File: config.mk
export PLATFORM = sky130hd
export DESIGN_NAME = board_line_clear
export DESIGN_NICKNAME = d
export VERILOG_FILES = /design/src/rtl/board_line_clear.sv
export SDC_FILE = /design/constraint.sdc
export NUM_CORES = 1
export LEC_CHECK = 0
export ABC_AREA = 0
export BUFFER_PORTS_ARGS = -buffer_cell sky130_fd_sc_hd__buf_2
export CAP_MARGIN = 10
export CORE_ASPECT_RATIO = 1.1
export CORE_UTILIZATION = 55
export CTS_CLUSTER_DIAMETER = 80
export DETAILED_ROUTE_END_ITERATION = 7
export MAX_ROUTING_LAYER = met4
export PLACE_DENSITY = 0.89
export SYNTH_ARGS = -nofsm -noshare
export SYNTH_HDL_FRONTEND = slang
export SYNTH_SLANG_ARGS = --single-unit
File: constraint.sdc
create_clock -name clk -period 55.8 [get_ports clk]
set_input_delay 11.16 -clock clk [delete_from_list [all_inputs] [get_ports clk]]
set_output_delay 11.16 -clock clk [all_outputs]
set_load 0.005 [all_outputs]
File: src/rtl/board_line_clear.sv
// rtl/board_line_clear.sv - sequential full-row clear engine for a COLS x ROWS board
// Optional scoring is built only when LINE_CLEAR_SCORE_EN is defined.
module board_line_clear #(
  parameter int COLS = 12,
  parameter int ROWS = 20
) (
  input  logic                 clk,
  input  logic                 rst,
  input  logic                 start,
  input  logic [COLS*ROWS-1:0] board_in,
  output logic                 busy,
  output logic                 done,
  output logic [COLS*ROWS-1:0] board_out,
  output logic [4:0]           lines_cleared,
  output logic [15:0]          total_lines,
  output logic [15:0]          score
);

  localparam int W  = COLS * ROWS;
  localparam int PW = $clog2(ROWS);
  localparam logic [PW-1:0] PTR_BOT = PW'(ROWS - 1);

  typedef enum logic [1:0] {IDLE, SCAN, SHIFT} state_t;

  state_t        state_q, state_d;
  logic [W-1:0]  work_q, work_d;
  logic [PW-1:0] ptr_q, ptr_d;
  logic [4:0]    count_q, count_d;
  logic          busy_q, busy_d;
  logic          done_q, done_d;
  logic [W-1:0]  board_out_q, board_out_d;
  logic [4:0]    lines_q, lines_d;
  logic [15:0]   total_q, total_d;

  logic [COLS-1:0] row_sel;
  logic            row_full;
  logic            finish;
  logic [W-1:0]    shifted;
  logic [16:0]     total_sum;

  // Row ptr lives at bit offset (ROWS-1-ptr)*COLS: row 0 is the top, highest slice.
  always_comb begin
    row_sel = work_q[(ROWS-1-int'(ptr_q))*COLS +: COLS];
  end

  assign row_full  = &row_sel;
  assign finish    = (state_q == SCAN) && !row_full && (ptr_q == '0);
  assign total_sum = {1'b0, total_q} + {12'b0, count_q};

  // Drop every row at or above ptr by one; the top row becomes empty.
  always_comb begin
    shifted = work_q;
    for (int r = 0; r < ROWS; r++) begin
      if (r == 0) begin
        shifted[(ROWS-1)*COLS +: COLS] = '0;
      end else if (r <= int'(ptr_q)) begin
        shifted[(ROWS-1-r)*COLS +: COLS] = work_q[(ROWS-r)*COLS +: COLS];
      end
    end
  end

  always_comb begin
    state_d     = state_q;
    work_d      = work_q;
    ptr_d       = ptr_q;
    count_d     = count_q;
    busy_d      = busy_q;
    done_d      = 1'b0;
    board_out_d = board_out_q;
    lines_d     = lines_q;
    total_d     = total_q;
    case (state_q)
      IDLE: begin
        if (start) begin
          work_d  = board_in;
          ptr_d   = PTR_BOT;
          count_d = '0;
          busy_d  = 1'b1;
          state_d = SCAN;
        end
      end
      SCAN: begin
        if (row_full) begin
          state_d = SHIFT;
        end else if (ptr_q == '0) begin
          board_out_d = work_q;
          lines_d     = count_q;
          total_d     = total_sum[16] ? 16'hFFFF : total_sum[15:0];
          done_d      = 1'b1;
          busy_d      = 1'b0;
          state_d     = IDLE;
        end else begin
          ptr_d = ptr_q - PW'(1);
        end
      end
      SHIFT: begin
        work_d  = shifted;
        count_d = count_q + 5'd1;
        state_d = SCAN;
      end
      default: state_d = IDLE;
    endcase
  end

  always_ff @(posedge clk or posedge rst) begin
    if (rst) begin
      state_q     <= IDLE;
      work_q      <= '0;
      ptr_q       <= PTR_BOT;
      count_q     <= '0;
      busy_q      <= 1'b0;
      done_q      <= 1'b0;
      board_out_q <= '0;
      lines_q     <= '0;
      total_q     <= '0;
    end else begin
      state_q     <= state_d;
      work_q      <= work_d;
      ptr_q       <= ptr_d;
      count_q     <= count_d;
      busy_q      <= busy_d;
      done_q      <= done_d;
      board_out_q <= board_out_d;
      lines_q     <= lines_d;
      total_q     <= total_d;
    end
  end

`ifdef LINE_CLEAR_SCORE_EN
  logic [15:0] score_q, score_d;
  logic [15:0] pts;
  logic [16:0] score_sum;

  always_comb begin
    case (count_q)
      5'd0:    pts = 16'd0;
      5'd1:    pts = 16'd40;
      5'd2:    pts = 16'd100;
      5'd3:    pts = 16'd300;
      default: pts = 16'd1200;
    endcase
  end

  assign score_sum = {1'b0, score_q} + {1'b0, pts};

  always_comb begin
    score_d = score_q;
    if (finish) begin
      score_d = score_sum[16] ? 16'hFFFF : score_sum[15:0];
    end
  end

  always_ff @(posedge clk or posedge rst) begin
    if (rst) begin
      score_q <= '0;
    end else begin
      score_q <= score_d;
    end
  end

  assign score = score_q;
`else
  assign score = 16'h0000;
`endif

  assign busy          = busy_q;
  assign done          = done_q;
  assign board_out     = board_out_q;
  assign lines_cleared = lines_q;
  assign total_lines   = total_q;

endmodule

# Word level (Yosys, flattened, before mapping)
# Index checks and enable logic that the tools add are counted.
# word_totals
latch_bits,0
elab_cells,148
in_bits,243
mem_count,0
mem_bits_ro,0
regBits,515
out_inout_bits,279
mem_bits_rw,0
# op_classes
add_sub_neg,4
eq_ne,26
magnitude_cmp,19
mux,39
n_mul,1
div_mod_pow,0
n_reduce_logical,29
shift,1
bitwise,1
# ops
operator,count
240-bit one-hot mux with 2 select lines,1
240-bit 2-to-1 mux,1
240-bit by 11-bit variable part select with 12-bit output,1
12-bit 2-to-1 mux,19
3-bit AND reduction,20
"2-bit inequality test, second input constant",22
"4-bit by 5-bit less-or-equal comparator with 1-bit output, first input constant",8
"3-bit by 5-bit less-or-equal comparator with 1-bit output, first input constant",4
"5-bit less-or-equal comparator, first input constant",4
5-bit 2-to-1 mux,4
5-bit one-hot mux with 2 select lines,2
16-bit by 5-bit adder with 17-bit output,1
16-bit 2-to-1 mux,1
12-bit AND reduction,1
"2-bit by 5-bit less-or-equal comparator with 1-bit output, first input constant",2
"6-bit by 3-bit multiplier with 9-bit output, second input constant",1
4-bit AND reduction,2
1-bit 2-to-1 mux,6
2-bit 2-to-1 mux,3
2-bit one-hot mux with 3 select lines,1
"5-bit by 5-bit subtractor with 6-bit output, first input constant",1
"5-bit by 1-bit adder with 5-bit output, second input constant",1
"1-bit by 5-bit less-or-equal comparator with 1-bit output, first input constant",1
5-bit logical NOT,1
10 further kinds,12

# Logic depth before layout (Yosys ltp)
# Gate-level depths: netlist (run 1).
# depth
ltp_word,6
depth_mapped,22
mapped_depth_nobuf,16

# Least setup slack after synthesis (run 1)
# Ideal clock, no wire load.
# synth_path
kind,in2reg
from,input port start
to,register work_q[36]
n_path_buf,2
arrival_ns,12.657
cell_stages,7
setup_ns,0.082
t_required_ns,55.718
setup_slack_ns,43.061
cell_sequence,and2_1 > clkbuf_1 > nor2_1 > o311ai_1 > clkbuf_1 > nor2_1 > a31oi_1
# synth_between
elab_chain_cells,2
# synth_rtl
element,line,source
start: declaration,9,"input logic start,"
2-bit inequality test (no line),n/a,
3-bit AND reduction (no line),n/a,
end signal: assignment,118,work_q <= work_d;
end: declaration,26,"logic [W-1:0] work_q, work_d;"
# Every way passes these cells.
# A chain may end at the register's enable or synchronous reset.

==> results.yml, run 1 <==
yosys:
  synth_area_per_cell_um2: 10.43
  dominant_synthesized_flop_cell: "sky130_fd_sc_hd__dfrtp_1"
  synth_cell_types: 71
  mappedNetlistArea_mm2: 0.02705
  ys_warn_count: 0
  synth_seq_area_share_pct: 47.66
  synth_enable_flop_cells: 0
  synth-async-reset-ratio_pct: 100.0
  synthesis.instances: 2593
  synth.ff_latch_count: 515
clock_tree:
  clock_latency_ns: 0.61
  postCtsHoldBufs: 0
  cts_inserted_buffers: 51
  postCtsSetupBuffers: 0
  postCtsResizedCells: 0
  sinks_on_the_clock_net: 515
  root_buffer: "sky130_fd_sc_hd__clkbuf_16"
  ctsHtreeMaxLevel: 2
  clock_tree.buffer_depth: 3
  path_clk_slew_ns: 0.06
  tritoncts: "built"
grt:
  grt.overflow.total: 0
  grt_use_total_pct: 36.69
  antenna_found_initial: 5
  grt_pass1_wl_mm: 135.1
  first_global_vias: 22580
  pin_count_of_the_biggest_net_entering_global_routing: 135
sta:
  post-route-worst-setup-slack_ns: 41.64
  endpoints_failing_hold: 0
  fin_worst_skew_ns: 0.03181
  totalNegativeSetupSlack_ns: 0
  final-max-slew-violation-count: 0
  worstMarginPinSlew_ns: 1.232
  rsz_0062_raised_after_global_routing: "no"
  slew_headroom_pct: 17.62
  post-route-min-period_ns: 14.16
  fin_crit_sh_pct: 25.37
  smallest_hold_slack_ns: 0.4797
  clock.fmax_mhz: 70.64
  setup_viol_count_final: 0
placed_design:
  placement.setup.worst_slack_ns: 40.84
  placed_cells_incl_taps: 3595
  gp_congestion: 0.9185
  hpwl_mm: 62.47
  number_of_input_and_output_port_buffers_inserted: 505
worst_setup_path:
  timing.critical_path.required_ns: 56.36
  critical_path.startpoint_type: "primary input"
  end_kind: "async pin"
  worst-endpoint-arrival_ns: 14.72
  crit_fanout: 134
  setup.worst_path.class: "primary input to async pin"
detailed_routing:
  drt-total-wl_mm: 90.09
  route.antenna.remaining_nets: 0
  wire_per_inst_um: 24.36
  route.vias.total: 23600
  detailed_route_iter0_violations: 2656
  post-route-drc-count: 0
  drtPass1Iterations: 5
  drt-vias-per-instance: 6.383
pwr:
  power_per_cell_area_mw_per_mm2: 72.85
  leakage_component_of_the_power_nw: 14.99
  total_power_mw: 2.302
  peak_vdd_ir_mv: 0.06364
layout:
  layout.cells.non_filler: 3698
  num-nets-final: 3277
  area_growth_syn_to_layout_pct: 16.84
  layout-drive-gt1-share_pct: 27.32
die:
  die_area_mm2: 0.05007
  die_h_um: 234.6
  placeableCoreArea_mm2: 0.04814
  die_boundary_width_um: 213.4
  io_pins: 522
  rows: 84
  starting_density_of_the_core_pct: 56.19
worst_hold_path:
  worstHoldPathType: "flop to flop"
run:
  drv_cap: 0
status:
  result_of_the_run: "completed"
worst paths after layout:
| check | startpoint | end | slack (ns) | cells after the start |
|---|---|---|---|---|
| min in group asynchronous | rst | work_q[74] | 10.68 | 2 |
| min | board_out[140] | board_out[140] | 0.48 | 1 |
| max in group clk | start | work_q[139] | 42.51 | 8 |
| max | rst | board_out[184] | 41.64 | 5 |
| max reg2reg | ptr_q[3] | board_out[53] | 47.90 | 17 |
| min reg2reg | board_out[140] | board_out[140] | 0.48 | 1 |
registers in the layout (all words and copies together), names as in the netlist:
register / cells
board_out: 240
work_q: 240
total_lines: 16
count_q: 5
lines_cleared: 5
ptr_q: 5
state_q: 2
busy: 1
done: 1
worst max-delay path, stage by stage:
cell and delay [ns]:
sky130_fd_sc_hd__buf_2 0.13, sky130_fd_sc_hd__inv_8 0.54, sky130_fd_sc_hd__buf_4 0.88, sky130_fd_sc_hd__buf_4 0.84
sky130_fd_sc_hd__buf_4 0.94
cell families after synthesis:
logic type / synth area share (%)
DFF: 47.66
muxes: 21.71
buffers and inverters: 4.177
xor gates and xnor gates: 0.3886
adders and majority gates: 1.397
and+or+nand+nor: 14.17
AOI/OAI and AO/OA: 10.49
other: 0.01386
synthesized netlist by cell type (all sizes together) (24+ instances only):
master | n | area, µm²
nand2 | 529 | 1986
dfrtp | 512 | 12810
mux2 | 268 | 3018
nor2 | 211 | 797.0
a31oi | 190 | 1189
o21ai | 130 | 650.6
clkbuf | 111 | 416.7
mux2i | 96 | 960.9
buf | 87 | 641.9
mux4 | 84 | 1892
nand3 | 71 | 355.3
a21oi | 31 | 155.2
ha | 27 | 337.8
nand4 | 24 | 150.1
metal layers:
layer  vias to the layer above  share of wire [%]  track usage (%)
met5                         -                  0                -
met4                         0                5.5            18.53
met3                       347                8.6            5.096
met2                      1550                 49            58.20
met1                     11580                 37            46.23
li1                      10130                  -                -
cell type report:
type                    instances  area (µm²)
clock buffers                  68        1443
well taps                     645       807.0
inverters                      19       78.83
multi-input cells            1876       13200
repair buffers                542        2813
flip-flops and latches        515       12890
clock inverters                25       342.8
fillers                      3627       16530
diodes                          8       20.02
placed cells by master, fill, tap and decap left out, types with 16 or more instances in the layout:
| cell type | n |
|---|---|
| sky130_fd_sc_hd__nand2_1 | 529 |
| sky130_fd_sc_hd__dfrtp_1 | 512 |
| sky130_fd_sc_hd__buf_2 | 505 |
| sky130_fd_sc_hd__nor2_1 | 209 |
| sky130_fd_sc_hd__a31oi_1 | 184 |
| sky130_fd_sc_hd__mux2_1 | 180 |
| sky130_fd_sc_hd__o21ai_0 | 126 |
| sky130_fd_sc_hd__mux2i_1 | 96 |
| sky130_fd_sc_hd__mux2_2 | 88 |
| sky130_fd_sc_hd__mux4_2 | 84 |
| sky130_fd_sc_hd__nand3_1 | 71 |
| sky130_fd_sc_hd__clkbuf_16 | 53 |
| sky130_fd_sc_hd__buf_4 | 35 |
| sky130_fd_sc_hd__a21oi_1 | 27 |
| sky130_fd_sc_hd__ha_1 | 25 |
| sky130_fd_sc_hd__nand4_1 | 24 |
| sky130_fd_sc_hd__nor3_1 | 18 |
| sky130_fd_sc_hd__o211ai_1 | 17 |
| sky130_fd_sc_hd__inv_1 | 16 |
| sky130_fd_sc_hd__conb_1 | 16 |
through the flow:
step                      instance area [µm²]  utilization, %
after floorplan                         27100               -
after global placement                  29770           61.85
after detailed placement                29770           61.85
after CTS                               31560           65.56
after global routing                    31590           65.63
final                                   31600           65.65
power by group:
part           total [mW]  switching [mW]  internal, mW
clock               0.368           0.153         0.215
combinational        1.15           0.641         0.505
sequential          0.788           0.246         0.542
Note: power is estimated with default switching activity, not from simulation.
==> inputs of run 2 (changes only) <==
==> constraint.sdc (replaced) <==
create_clock -name clk -period 13.81 [get_ports clk]
set_input_delay 2.762 -clock clk [delete_from_list [all_inputs] [get_ports clk]]
set_output_delay 2.762 -clock clk [all_outputs]
set_load 0.005 [all_outputs]
==> results.yml, run 2 (synthesized netlist as in run 1, its figures left out) <==
worst_setup_path:
  worst-endpoint-arrival_ns: 8.51
  critPathMaxStageDelay_ns: 1.21
  critical-path-slowest-cell: "sky130_fd_sc_hd__dfstp_4"
  end_kind: "flop"
  crit_family: "buffers and inverters"
  critical_path.cell_chain: "inv_2 -> ha_4 -> buf_4 -> mux4_2 -> and2_1 -> a2111oi_0 -> a31oi_1 -> o211ai_1 -> o311ai_0 -> nand4_1 -> nor4_4 -> buf_4 -> nor2_4 -> buf_4 -> buf_4 -> mux2_1"
  critical_path.startpoint_type: "flop"
  crit_fanout: 100
  path_buf_inv: 5
  setup.worst_path.class: "flop to flop"
  timing.critical_path.required_ns: 14.27
  most_numerous_cell_on_the_critical_path: "sky130_fd_sc_hd__buf_4"
sta:
  final-max-slew-violation-count: 0
  clock.fmax_mhz: 124.3
  slew_headroom_pct: 19.02
  worstMarginPinSlew_ns: 1.215
  post-route-min-period_ns: 8.045
  fin_crit_sh_pct: 58.25
  smallest_hold_slack_ns: 0.4802
  setup_viol_count_final: 0
  fin_worst_skew_ns: 0.01799
  rsz_0062_raised_after_global_routing: "no"
  endpoints_failing_hold: 0
  totalNegativeSetupSlack_ns: 0
grt:
  first_global_vias: 22730
  grt.overflow.total: 0
  pin_count_of_the_biggest_net_entering_global_routing: 189
  antenna_found_initial: 6
  grt_pass1_wl_mm: 134.9
  grt_use_total_pct: 36.93
clock_tree:
  postCtsResizedCells: 0
  tritoncts: "built"
  path_clk_slew_ns: 0.06
  postCtsHoldBufs: 0
  postCtsSetupBuffers: 0
  sinks_on_the_clock_net: 515
  clock_tree.buffer_depth: 3
  clock_latency_ns: 0.60
  cts_inserted_buffers: 50
  ctsHtreeMaxLevel: 2
  root_buffer: "sky130_fd_sc_hd__clkbuf_16"
die:
  starting_density_of_the_core_pct: 56.19
  die_boundary_width_um: 213.4
  die_h_um: 234.6
  rows: 84
  placeableCoreArea_mm2: 0.04814
  io_pins: 522
  die_area_mm2: 0.05007
layout:
  layout.cells.non_filler: 3692
  fillCellCount: 3569
  num-nets-final: 3273
  area_growth_syn_to_layout_pct: 16.33
  final_common_cell: "sky130_fd_sc_hd__nand2_1"
  layout-drive-gt1-share_pct: 26.88
  layout_common_cells: "sky130_fd_sc_hd__nand2_1, sky130_fd_sc_hd__dfrtp_1, sky130_fd_sc_hd__buf_2, sky130_fd_sc_hd__nor2_1, sky130_fd_sc_hd__a31oi_1"
  final_cell_area_mm2: 0.03146
detailed_routing:
  post-route-drc-count: 0
  drt-total-wl_mm: 91.20
  drt-vias-per-instance: 6.463
  route.antenna.remaining_nets: 0
  detailed_route_iter0_violations: 2906
  wire_per_inst_um: 24.70
  drtPass1Iterations: 8
  route.vias.total: 23860
pwr:
  leakage_component_of_the_power_nw: 14.91
  power_per_cell_area_mw_per_mm2: 289.6
  peak_vdd_ir_mv: 0.2535
placed_design:
  placed_area_mm2: 0.02977
  number_of_input_and_output_port_buffers_inserted: 505
  hpwl_mm: 62.53
  placed_cells_incl_taps: 3591
  gp_congestion: 0.9716
status:
  result_of_the_run: "completed"
run:
  drv_cap: 0
worst_hold_path:
  worstHoldPathType: "flop to flop"
-- run 2: cell types whose count changed in the layout (fill, tap and decap cells not counted), sizes merged --
cell / previous run / this run
clkinvlp: 3 / 4
buf: 542 / 539
clkinv: 13 / 7
bufinv: 7 / 3
inv: 21 / 18
clkbuf: 68 / 77
-- run 2: worst reg2reg max path: cells and delay by family (launching register included) --
family	cells	cell delay (ns)
DFF	1	1.21
buffers and inverters	5	3.17
and+or+nand+nor	4	0.55
muxes	2	1.10
adders and majority gates	1	0.82
AOI/OAI and AO/OA	4	1.06
-- run 2: layout make-up --
class | instances | area [µm²] | area share, %
Antenna cell | 8 | 20.02 | 0.06363
Multi-Input combinational cell | 1876 | 13200 | 41.94
Tap cell | 645 | 807.0 | 2.565
Timing Repair Buffer | 539 | 2831 | 8.999
Sequential cell | 515 | 12890 | 40.98
Clock buffer | 77 | 1486 | 4.724
Clock inverter | 13 | 151.4 | 0.4812
Inverter | 19 | 75.07 | 0.2386
-- run 2: worst paths after layout --
kind / start / end / slack, ns / cells past startpoint
max in group asynchronous: rst / total_lines[11] / 8.94 / 5
setup / recovery: ptr_q[0] / board_out[46] / 5.77 / 16
hold reg to reg: board_out[38] / board_out[38] / 0.48 / 1
setup reg to reg: ptr_q[0] / board_out[46] / 5.77 / 16
min in group asynchronous: rst / board_out[61] / 2.43 / 3
hold / removal: board_out[38] / board_out[38] / 0.48 / 1
-- run 2: per-stage QoR --
step | utilization (%) | power [mW] | setup slack, ns
after floorplan | - | 5.888 | 4.056
after detailed placement | 61.85 | 7.572 | 5.923
after global placement | 61.85 | 7.460 | 6.116
after CTS | 65.25 | 8.997 | 5.852
final | 65.36 | 9.111 | 5.765
after global routing | 65.35 | 9.560 | 5.291
-- run 2: where the power goes --
part           leakage (nW)  switching [mW]  total, mW  internal [mW]
Combinational          7.90            2.41       4.44           2.03
Sequential             6.21            1.10       3.29           2.19
Clock                 0.794           0.586       1.38          0.796
-- run 2: per-layer routing --
layer	global-route usage (%)	routed length, µm	share of wire [%]	vias up
met4	20.78	5712	6.3	0
met2	56.85	43570	48	1573
met3	5.243	7560	8.3	400
met1	47.13	34360	38	11770
li1	-	-	-	10120
met5	-	0	0	-
